### src/rtl/rom_dl_pkg.sv
// Shared types for the ROM download scheduler: region map, FSM states and
// the FIFO entry layout.
package rom_dl_pkg;

  typedef enum logic [1:0] {
    RGN_CPU  = 2'd0,
    RGN_SND  = 2'd1,
    RGN_GFX  = 2'd2,
    RGN_PROM = 2'd3
  } region_e;

  localparam logic [15:0] CPU_BASE   = 16'h0000;
  localparam logic [15:0] CPU_LIMIT  = 16'h7FFF;
  localparam logic [15:0] SND_BASE   = 16'h8000;
  localparam logic [15:0] SND_LIMIT  = 16'h9FFF;
  localparam logic [15:0] GFX_BASE   = 16'hA000;
  localparam logic [15:0] GFX_LIMIT  = 16'hDFFF;
  localparam logic [15:0] PROM_BASE  = 16'hE000;
  localparam logic [15:0] PROM_LIMIT = 16'hE1FF;

  typedef enum logic [1:0] {
    ST_IDLE  = 2'd0,
    ST_LOAD  = 2'd1,
    ST_DRAIN = 2'd2,
    ST_HOLD  = 2'd3
  } state_e;

  // The offset field has to span the whole 32 KiB CPU region.
  typedef struct packed {
    region_e     region;
    logic [14:0] offset;
    logic [7:0]  data;
  } dl_entry_t;

  localparam int ENTRY_W = $bits(dl_entry_t);

  function automatic region_e region_of(input logic [15:0] addr);
    region_e r;
    if (addr <= CPU_LIMIT)      r = RGN_CPU;
    else if (addr <= SND_LIMIT) r = RGN_SND;
    else if (addr <= GFX_LIMIT) r = RGN_GFX;
    else                        r = RGN_PROM;
    return r;
  endfunction

  function automatic logic [15:0] region_base(input region_e r);
    logic [15:0] b;
    case (r)
      RGN_CPU:  b = CPU_BASE;
      RGN_SND:  b = SND_BASE;
      RGN_GFX:  b = GFX_BASE;
      default:  b = PROM_BASE;
    endcase
    return b;
  endfunction

endpackage

### src/rtl/dl_fifo.sv
// Small first-word-fall-through FIFO for pending download writes; the head
// entry is visible combinationally so a write into an empty FIFO shows next cycle.
module dl_fifo #(
  parameter int DEPTH = 4,
  parameter int WIDTH = 24
) (
  input  logic             clk_sys,
  input  logic             reset,
  input  logic             push,
  input  logic             pop,
  input  logic [WIDTH-1:0] din,
  output logic [WIDTH-1:0] dout,
  output logic             full,
  output logic             empty
);

  localparam int AW = (DEPTH > 1) ? $clog2(DEPTH) : 1;

  logic [WIDTH-1:0] mem [DEPTH];
  logic [AW:0]      wr_ptr;
  logic [AW:0]      rd_ptr;

  always_ff @(posedge clk_sys) begin
    if (reset) begin
      wr_ptr <= '0;
      rd_ptr <= '0;
    end else begin
      if (push) wr_ptr <= wr_ptr + (AW+1)'(1);
      if (pop)  rd_ptr <= rd_ptr + (AW+1)'(1);
    end
  end

  always_ff @(posedge clk_sys) begin
    if (push) mem[wr_ptr[AW-1:0]] <= din;
  end

  assign dout  = mem[rd_ptr[AW-1:0]];
  assign empty = (wr_ptr == rd_ptr);
  // Pointers carry one extra wrap bit to tell full from empty.
  assign full  = (wr_ptr[AW] != rd_ptr[AW]) && (wr_ptr[AW-1:0] == rd_ptr[AW-1:0]);

endmodule

### src/rtl/rom_dl_sched.sv
// ROM download scheduler: routes download bytes to region memories and holds
// the core in reset. Optional running checksum enabled by DL_CHECKSUM_EN.
module rom_dl_sched
  import rom_dl_pkg::*;
#(
  parameter int RST_HOLD   = 16,
  parameter int FIFO_DEPTH = 4
) (
  input  logic        clk_sys,
  input  logic        reset,
  input  logic        dl_active,
  input  logic        dl_wr,
  input  logic [15:0] dl_addr,
  input  logic [7:0]  dl_data,
  output logic [3:0]  rom_we,
  output logic [15:0] rom_addr,
  output logic [7:0]  rom_data,
  input  logic        rom_ready,
  output logic        core_reset,
  output logic        dl_done,
  output logic        err_ovf,
  output logic        err_oob,
  output logic [7:0]  checksum
);

  localparam int HCW = $clog2(RST_HOLD + 1);
  localparam logic [HCW-1:0] HOLD_LAST = HCW'(RST_HOLD - 1);

  state_e           state;
  logic             act_reg;
  logic [HCW-1:0]   hold_cnt;
  logic             act_rise;
  logic             in_bounds;
  logic             wr_req;
  logic             push;
  logic             pop;
  logic             wr_oob;
  logic             wr_ovf;
  logic             fifo_full;
  logic             fifo_empty;
  logic [ENTRY_W-1:0] fifo_dout;
  dl_entry_t        wr_entry;
  dl_entry_t        head;
  logic [15:0]      offset_full;

  assign act_rise  = dl_active & ~act_reg;
  assign in_bounds = (dl_addr <= PROM_LIMIT);
  assign wr_req    = (state == ST_LOAD) && dl_wr;
  assign pop       = !fifo_empty && rom_ready;
  // A full FIFO still takes a write when the head leaves in the same cycle.
  assign push      = wr_req && in_bounds && (!fifo_full || pop);
  assign wr_oob    = wr_req && !in_bounds;
  assign wr_ovf    = wr_req && in_bounds && fifo_full && !pop;

  always_comb begin
    wr_entry        = '0;
    wr_entry.region = region_of(dl_addr);
    offset_full     = dl_addr - region_base(wr_entry.region);
    wr_entry.offset = offset_full[14:0];
    wr_entry.data   = dl_data;
  end

  dl_fifo #(
    .DEPTH (FIFO_DEPTH),
    .WIDTH (ENTRY_W)
  ) u_fifo (
    .clk_sys (clk_sys),
    .reset   (reset),
    .push    (push),
    .pop     (pop),
    .din     (wr_entry),
    .dout    (fifo_dout),
    .full    (fifo_full),
    .empty   (fifo_empty)
  );

  assign head = dl_entry_t'(fifo_dout);

  for (genvar gi = 0; gi < 4; gi++) begin : g_we
    assign rom_we[gi] = !fifo_empty && (head.region == region_e'(gi));
  end

  assign rom_addr   = fifo_empty ? 16'h0000 : {1'b0, head.offset};
  assign rom_data   = fifo_empty ? 8'h00 : head.data;
  assign core_reset = reset | (state != ST_IDLE);

  // act_reg resets high so a session left active across reset must drop first.
  always_ff @(posedge clk_sys) begin
    if (reset) begin
      state    <= ST_IDLE;
      act_reg  <= 1'b1;
      hold_cnt <= '0;
      dl_done  <= 1'b0;
      err_ovf  <= 1'b0;
      err_oob  <= 1'b0;
    end else begin
      act_reg <= dl_active;
      dl_done <= 1'b0;
      case (state)
        ST_IDLE: begin
          if (act_rise) begin
            state   <= ST_LOAD;
            err_ovf <= 1'b0;
            err_oob <= 1'b0;
          end
        end
        ST_LOAD: begin
          if (wr_oob) err_oob <= 1'b1;
          if (wr_ovf) err_ovf <= 1'b1;
          if (!dl_active) state <= ST_DRAIN;
        end
        ST_DRAIN: begin
          if (fifo_empty) begin
            state    <= ST_HOLD;
            hold_cnt <= '0;
          end
        end
        default: begin
          if (act_rise) begin
            state    <= ST_LOAD;
            hold_cnt <= '0;
          end else if (hold_cnt == HOLD_LAST) begin
            state   <= ST_IDLE;
            dl_done <= 1'b1;
          end else begin
            hold_cnt <= hold_cnt + HCW'(1);
          end
        end
      endcase
    end
  end

`ifdef DL_CHECKSUM_EN
  logic [7:0] sum_reg;

  always_ff @(posedge clk_sys) begin
    if (reset) begin
      sum_reg <= 8'h00;
    end else if (state == ST_IDLE && act_rise) begin
      sum_reg <= 8'h00;
    end else if (pop) begin
      sum_reg <= sum_reg + rom_data;
    end
  end

  assign checksum = sum_reg;
`else
  assign checksum = 8'h00;
`endif

endmodule
### config.mk
export PLATFORM = sky130hd
export DESIGN_NAME = rom_dl_sched
export DESIGN_NICKNAME = d
export VERILOG_FILES = /design/src/rtl/rom_dl_pkg.sv /design/src/rtl/dl_fifo.sv /design/src/rtl/rom_dl_sched.sv
export SDC_FILE = /design/constraint.sdc
export NUM_CORES = 1
export LEC_CHECK = 0
export BUFFER_PORTS_ARGS = -buffer_cell sky130_fd_sc_hd__clkbuf_2
export CORE_ASPECT_RATIO = 0.5
export CORE_UTILIZATION = 25
export CTS_CLUSTER_SIZE = 10
export DETAILED_ROUTE_END_ITERATION = 10
export RECOVER_POWER = 100
export SETUP_SLACK_MARGIN = 0.05
export SLEW_MARGIN = 15
export SYNTH_ARGS = -nofsm -noshare
export SYNTH_HDL_FRONTEND = slang
export SYNTH_SLANG_ARGS = --single-unit
### constraint.sdc
create_clock -name clk_sys -period 3 [get_ports clk_sys]
set_input_delay 0.45 -clock clk_sys [delete_from_list [all_inputs] [get_ports clk_sys]]
set_output_delay 0.45 -clock clk_sys [all_outputs]
set_load 0.01 [all_outputs]
### Word level (Yosys, flattened, before mapping)

Memory sizes are Yosys's and may differ from the RTL's. A register that Yosys moved wholly into a read port is not among the register bits.
Cells that the tools add are included.

| storage, ports and cells | value |
|---|---|
| flip-flop bits (word level) | 17 |
| RAM bits | 100 |
| input bits | 29 |
| output and inout port bits | 40 |
| word-level logic and storage cells | 93 |
| memories kept | 1 |

Memories:

| name | depth | bits a word | rd ports | clocked after Yosys merged registers in | wr ports | RTL line | text |
|---|---|---|---|---|---|---|---|
| u_fifo.mem | 4 | 25 | 1 | 1 | 1 | dl_fifo.sv:19 | `logic [WIDTH-1:0] mem [DEPTH];` |

| operators by class | value |
|---|---|
| add/subtract/negate cells | 4 |
| magnitude comparators | 4 |
| equality and inequality tests | 17 |
| mux-type cells | 26 |
| bitwise operators | 4 |
| reductions and logical operators | 29 |

Operator list:

| kind | number |
|---|---|
| less-or-equal comparator 16 bit, second input constant | 3 |
| one-hot mux 15 bit (3 select lines) | 1 |
| two-way mux 2 bit | 9 |
| less-or-equal comparator 16 x 15 -> 1 bit, second input constant | 1 |
| two-way mux 15 bit | 1 |
| two-way mux 5 bit | 3 |
| subtractor 15 bit | 1 |
| logical AND 1 bit | 12 |
| inequality test 2 bit, second input constant | 5 |
| one-hot mux 5 bit (2 select lines) | 1 |
| AND reduction 3 bit | 3 |
| == test 2 bit, second input constant | 4 |
| two-way mux 8 bit | 1 |
| two-way mux 1 bit | 7 |
| adder 3 x 1 -> 3 bit, second input constant | 2 |
| == test 2 x 1 -> 1 bit, second input constant | 3 |
| logical NOT 2 bit | 3 |
| one-hot mux 2 bit (3 select lines) | 1 |
| adder 5 x 1 -> 5 bit, second input constant | 1 |
| == test 5 x 4 -> 1 bit, second input constant | 1 |
| OR reduction 5 bit | 1 |
| logical NOT 1 bit | 4 |
| one-hot mux 1 bit (2 select lines) | 2 |
| AND reduction 4 bit | 1 |
| other kinds (11) | 13 |

### Longest topological paths before layout

Gate-level depths: netlist (run 1).

| logic depth | value |
|---|---|
| depth in word-level cells | 7 |
| depth in mapped cells | 7 |

### Modules after synthesis

A second synthesis (run 1) with hierarchy kept.

| unflattened totals | value |
|---|---|
| cell total of the unflattened synthesis | 299 |
| area, all modules | 5072.4 um^2 |

Modules (own cells, without submodules):

| module | instances | cells each | area each (um^2) | seq. area each (um^2) |
|---|---|---|---|---|
| dl_fifo | 1 | 171 | 4050.1 | 3163.0 |
| rom_dl_sched | 1 | 128 | 1022.2 | 220.2 |

### Worst setup path before layout (run 1)

OpenSTA, ideal clock, no wires.

| timing path | value |
|---|---|
| path kind | input-to-reg |
| from | input port dl_addr[10] |
| to | memory u_fifo.mem[0][0] (netlist bit) (enable) |
| library setup time | 0.384 ns |
| arrival time | 1.890 ns |
| setup slack | 0.726 ns |
| cell stages on the path | 3 |
| path buffers | 0 |
| path through | or4_4 -> a21oi_4 -> and3_1 |

| between the ends | value |
|---|---|
| longest elaborated chain between the ends | 5 |

RTL lines:

| what | RTL line | text |
|---|---|---|
| start: declaration | rom_dl_sched.sv:13 | `input logic [15:0] dl_addr,` |
| less-or-equal comparator 16 bit | rom_dl_sched.sv:47 | `assign in_bounds = (dl_addr <= PROM_LIMIT);` |
| logical AND 1 bit (2 in a row) | rom_dl_sched.sv:51 | `assign push = wr_req && in_bounds && (!fifo_full \|\| pop);` |
| two-way mux 1 bit | dl_fifo.sv:34 | `if (push) mem[wr_ptr[AW-1:0]] <= din;` |
| two-way mux 1 bit (not written as such) | dl_fifo.sv:34 |  |
| end: declaration | dl_fifo.sv:19 |  |

Every way passes these cells.

==> results.yml, run 1 <==
status:
  status: "finished, final reports clean"
synthesis:
  synth.distinct_cells: 50
  synth-seq-cells: 119
  netlist_instances: 303
  synthTopCellsByArea: "edfxtp_1 (60%), mux4_2 (11%), dfxtp_1 (7.5%)"
  ys_seq_area_share_pct: 67.11
  synth_area_sq_um: 5041
  ys_dominant_reg_cell: "edfxtp_1"
  avgSynthCellArea_sq_um: 16.64
  synthArstFlopShare_pct: 0
  yosysTopAreaCell: "edfxtp_1"
  synth_edf_count: 100
  yosys_warnings: 0
  yosysTopAreaCellShare_pct: 59.57
grt:
  grt_max_degree: 29
  antenna_found_initial: 0
  grt_pass1_wl_mm: 14.86
  grt_pass1_vias: 2776
  grt_use_total_pct: 9.601
  overflow: 0
min_path:
  hp-start: "dl_active"
  hold_path_class: "input port to register"
layout:
  syn2layout_area_growth_pct: 21.37
  drive_above_1_share_pct: 20.51
  finish.utilization_pct: 31.23
  num-nets-final: 418
  layout_common_cells: "edfxtp_1 (100), clkbuf_1 (52), mux4_2 (25), nor2b_1 (25), dfxtp_1 (18)"
  multi_input_area_sq_um: 1520
  seq_area_sq_um: 3385
  num-fill-cells: 1905
  largest_reg_flops: 100
  mostFrequentLayoutCell: "edfxtp_1"
clock_network:
  cts_root_buf: "clkbuf_16"
  cts_tree: "done"
  clockBufferDepth: 2
  clock_latency_ns: 0.40
  cts_resized: 0
  cts.sinks: 119
  clkSlewWorstSetupHoldPaths_ns: 0.05
  cts_hold_buf: 0
  cts_buffers: 17
  postCtsSetupBuffers: 0
  cts_max_level: 4
floorplanning:
  die_width_um: 202.8
  start_util_pct: 25.73
  coreArea_sq_um: 19590
  die_y_um: 102.4
  rows: 36
  io_pins: 69
  dieArea_sq_um: 20770
place:
  port_buffers: 59
  gp_congestion: 0.6904
  pre_cts_ws_ns: 0.6795
  hpwl_mm: 5.944
route:
  totalWireLength_mm: 9.350
  drtAntennaViolNets: 0
  num_vias: 2692
  drcViolationCount: 0
  drt-wirelength-per-cell_um: 14.23
  drtIter0Drc: 196
  vias_per_cell: 4.097
  dr.pass1.iters: 4
sta:
  fin_ws_ns: 0.3193
  final.setup.tns_ns: 0
  worst_pin_slew_ns: 1.004
  finalHoldViolCount: 0
  fin_crit_sh_pct: 89.36
  rsz0062_at_grt: "no"
  setup_viol: 0
  max_freq_mhz: 373.0
  slew_viol_final: 0
  period_minus_slack_ns: 2.681
  holdWs_ns: 0.2917
  relSlewSlack_pct: 33.07
  skew_ns: 0.006728
critical_path:
  critPathLaunchType: "register"
  worstSetupPathType: "register to output pin"
  worstPathRequired_ns: 2.55
  arrival_ns: 2.23
  worstSetupEndpointType: "output pin"
  r2r-start: "state[1]"
  cp_max_fo: 13
power_and_ir_drop:
  vdd_drop_max_uv: 427.5
  p_leak_nw: 1.992
  power_density_nw_per_um2: 759.0
  p_total_w: 0.004644
run:
  drv_cap: 0
-- final timing paths --
check                     end  slack, ns  cells past startpoint
max               rom_addr[1]       0.32                      4
min                   act_reg       0.29                      2
max reg2reg  u_fifo.wr_ptr[2]       0.68                      6
min reg2reg       hold_cnt[4]       0.48                      2
-- cells by family (layout without fill, tap and decap cells) --
family	Yosys count	after routing	share of synthesized area [%]
flops	119	119	67.11
buf+inv	29	108	3.078
xor+xnor	10	10	1.886
compound gates	27	27	3.847
simple gates	77	77	9.134
fa+ha+maj	12	12	2.978
other cells	1	10	0.07439
mux	28	28	11.89
-- metal layers --
layer / global-route usage [%] / routed length (um) / up-vias
met5: 0 / 0 / -
met4: 4.338 / 112 / 0
met3: 3.253 / 339 / 9
met2: 16.89 / 4775 / 43
met1: 10.74 / 4123 / 1338
li1: - / - / 1302
-- where the power goes --
group / switching, W / internal (W) / leakage [nW]
logic: 0.000447 / 0.000339 / 0.663
registers: 0.0000638 / 0.00189 / 1.06
clock network: 0.000750 / 0.00116 / 0.272
total: 0.00126 / 0.00338 / 1.99
-- metrics by stage --
stage | area, sq um | cells
3_3_place_gp | 5645 | 624
6_report | 6118 | 657
2_1_floorplan | 5071 | 311
3_5_place_dp | 5645 | 624
5_1_grt | 6116 | 656
4_1_cts | 6212 | 656
-- Yosys cell counts, drive strengths merged, types with 4 or more instances --
| cell | count |
|---|---|
| clkbuf | 5 |
| o21ai | 5 |
| dfxtp | 19 |
| nor2 | 10 |
| buf | 15 |
| and3 | 6 |
| inv | 9 |
| nor2b | 25 |
| nor3 | 5 |
| mux4 | 25 |
| xnor2 | 6 |
| xor2 | 4 |
| nand3 | 4 |
| nand2 | 6 |
| edfxtp | 100 |
| nand2b | 5 |
| a21oi | 7 |
| ha | 12 |
-- final cells by class --
type / instances / share of cell area, %
sequential: 119 / 55.32
multi-input combinational: 163 / 24.85
clock buffer: 17 / 6.953
tap: 266 / 5.440
timing repair buffer: 67 / 4.540
clock inverter: 15 / 2.311
inverter: 9 / 0.5521
antenna: 1 / 0.04090
-- worst max-delay path, cell delays in order, from the launching register on --
cell and delay, ns:
dfxtp_2 0.61, clkbuf_2 0.37, mux4_2 0.54, nor2b_1 0.15, clkbuf_1 0.15
No activity file was read; power rests on OpenSTA's default activity.
==> run 2: changes to the inputs <==
CORE_ASPECT_RATIO = 2   (was 0.5)
CORE_UTILIZATION = 55   (was 25)
PLACE_DENSITY = 0.77   (was default)
==> run 2 against run 1 <==
  * Non-clock buffer count increased by 1
  * Clock power increased by 3%
  * Cell area decreased by 2.7%
  * Power increased by 1.6%
  * Clock skew increased by 0.0014 ns
  * Sequential share of layout area increased by 1.6 points
  * Final cell count decreased by 25%
  * Sequential cell count unchanged
  * Critical path type unchanged
  * Largest cell class unchanged
  * Highest routed layer unchanged
==> results.yml, run 2 (same netlist as run 1, synthesis figures left out) <==
critical_path:
  path_cells: "clkbuf_1 -> mux4_2 -> nor2b_1 -> clkbuf_1"
  cp_common_cell: "clkbuf_1"
  critPathLaunchType: "register"
  arrival_ns: 2.25
  cp.buffers_inverters: 2
  crit_path_max_incr_delay_ns: 0.76
  cp_slowest_cell: "dfxtp_1"
  worstSetupPathType: "register to output pin"
  worstPathRequired_ns: 2.55
  cp_max_fo: 15
  cpLargestDelayFamily: "flip-flops"
  worstSetupEndpointType: "output pin"
place:
  dp_cells: 461
  hpwl_mm: 6.012
  gp_congestion: 0.7709
  port_buffers: 59
clock_network:
  cts_hold_buf: 0
  clockBufferDepth: 2
  cts_root_buf: "clkbuf_16"
  postCtsSetupBuffers: 0
  cts.sinks: 119
  cts_resized: 0
  cts_tree: "done"
  clock_latency_ns: 0.41
  cts_buffers: 17
  clkSlewWorstSetupHoldPaths_ns: 0.05
  cts_max_level: 4
sta:
  relSlewSlack_pct: 16.30
  slew_viol_final: 0
  rsz0062_at_grt: "no"
  holdWs_ns: 0.2781
  finalHoldViolCount: 0
  skew_ns: 0.008147
  final.setup.tns_ns: 0
  fin_crit_sh_pct: 89.86
  worst_pin_slew_ns: 1.256
  setup_viol: 0
  period_minus_slack_ns: 2.696
  max_freq_mhz: 371.0
grt:
  antenna_found_initial: 0
  overflow: 0
  grt_max_degree: 29
  grt_pass1_vias: 2968
  grt_pass1_wl_mm: 14.45
  grt_use_total_pct: 20.72
route:
  drcViolationCount: 0
  totalWireLength_mm: 9.185
  drt-wirelength-per-cell_um: 18.63
  drtIter0Drc: 141
  num_vias: 2828
  dr.pass1.iters: 4
  drtAntennaViolNets: 0
  vias_per_cell: 5.736
layout:
  largest_reg_flops: 100
  drive_above_1_share_pct: 21.23
  mostFrequentLayoutCell: "edfxtp_1"
  num-fill-cells: 643
  antenna_cells: 0
  fin_cells: 493
  finish.utilization_pct: 66.48
  multi_input_area_sq_um: 1530
  num-nets-final: 419
  layout_common_cells: "edfxtp_1 (100), clkbuf_1 (51), mux4_2 (25), nor2b_1 (25), dfxtp_1 (18)"
  syn2layout_area_growth_pct: 18.04
  seq_area_sq_um: 3385
floorplanning:
  die_width_um: 69.70
  coreArea_sq_um: 8951
  dieArea_sq_um: 9575
  rows: 49
  start_util_pct: 56.32
  die_y_um: 137.4
  io_pins: 69
power_and_ir_drop:
  p_total_w: 0.004719
  p_leak_nw: 1.998
  power_density_nw_per_um2: 793.0
  vdd_drop_max_uv: 509.0
min_path:
  hold_path_class: "input port to register"
run:
  drv_cap: 0
status:
  status: "finished, final reports clean"
run 2: cell type report:
type / count / share of cell area (%)
Sequential cell: 119 / 56.88
Multi-Input combinational cell: 163 / 25.71
Clock buffer: 18 / 7.380
Timing Repair Buffer: 68 / 4.731
Clock inverter: 14 / 2.586
Tap cell: 102 / 2.145
Inverter: 9 / 0.5677
run 2: metal layers:
metal	vias up	part of all wire, %	global-route usage (%)
met4	0	3.0	11.22
met3	27	4.9	6.584
met2	101	55	36.89
li1	1308	-	-
met1	1392	37	21.53
met5	-	0	0
run 2: where the power goes:
group | switching, W | total (W) | internal [W]
logic | 0.000450 | 0.000799 | 0.000348
registers | 0.0000602 | 0.00195 | 0.00189
clock network | 0.000725 | 0.00197 | 0.00125
total | 0.00124 | 0.00472 | 0.00348
run 2: metrics by stage:
step	area (sq um)	worst slack (ns)
final	5951	0.3043
after global routing	5951	0.1965
after CTS	6041	0.4585
after detailed placement	5448	0.7215
after global placement	5448	0.7394
after floorplan	5071	0.7262
run 2: final timing paths:
path                     from                to  slack [ns]  depth (start not counted)
setup reg to reg     state[1]  u_fifo.wr_ptr[2]        0.42                          6
hold reg to reg   hold_cnt[4]       hold_cnt[4]        0.48                          2
setup / recovery     register       rom_data[3]        0.30                          4
hold / removal      dl_active           act_reg        0.28                          2
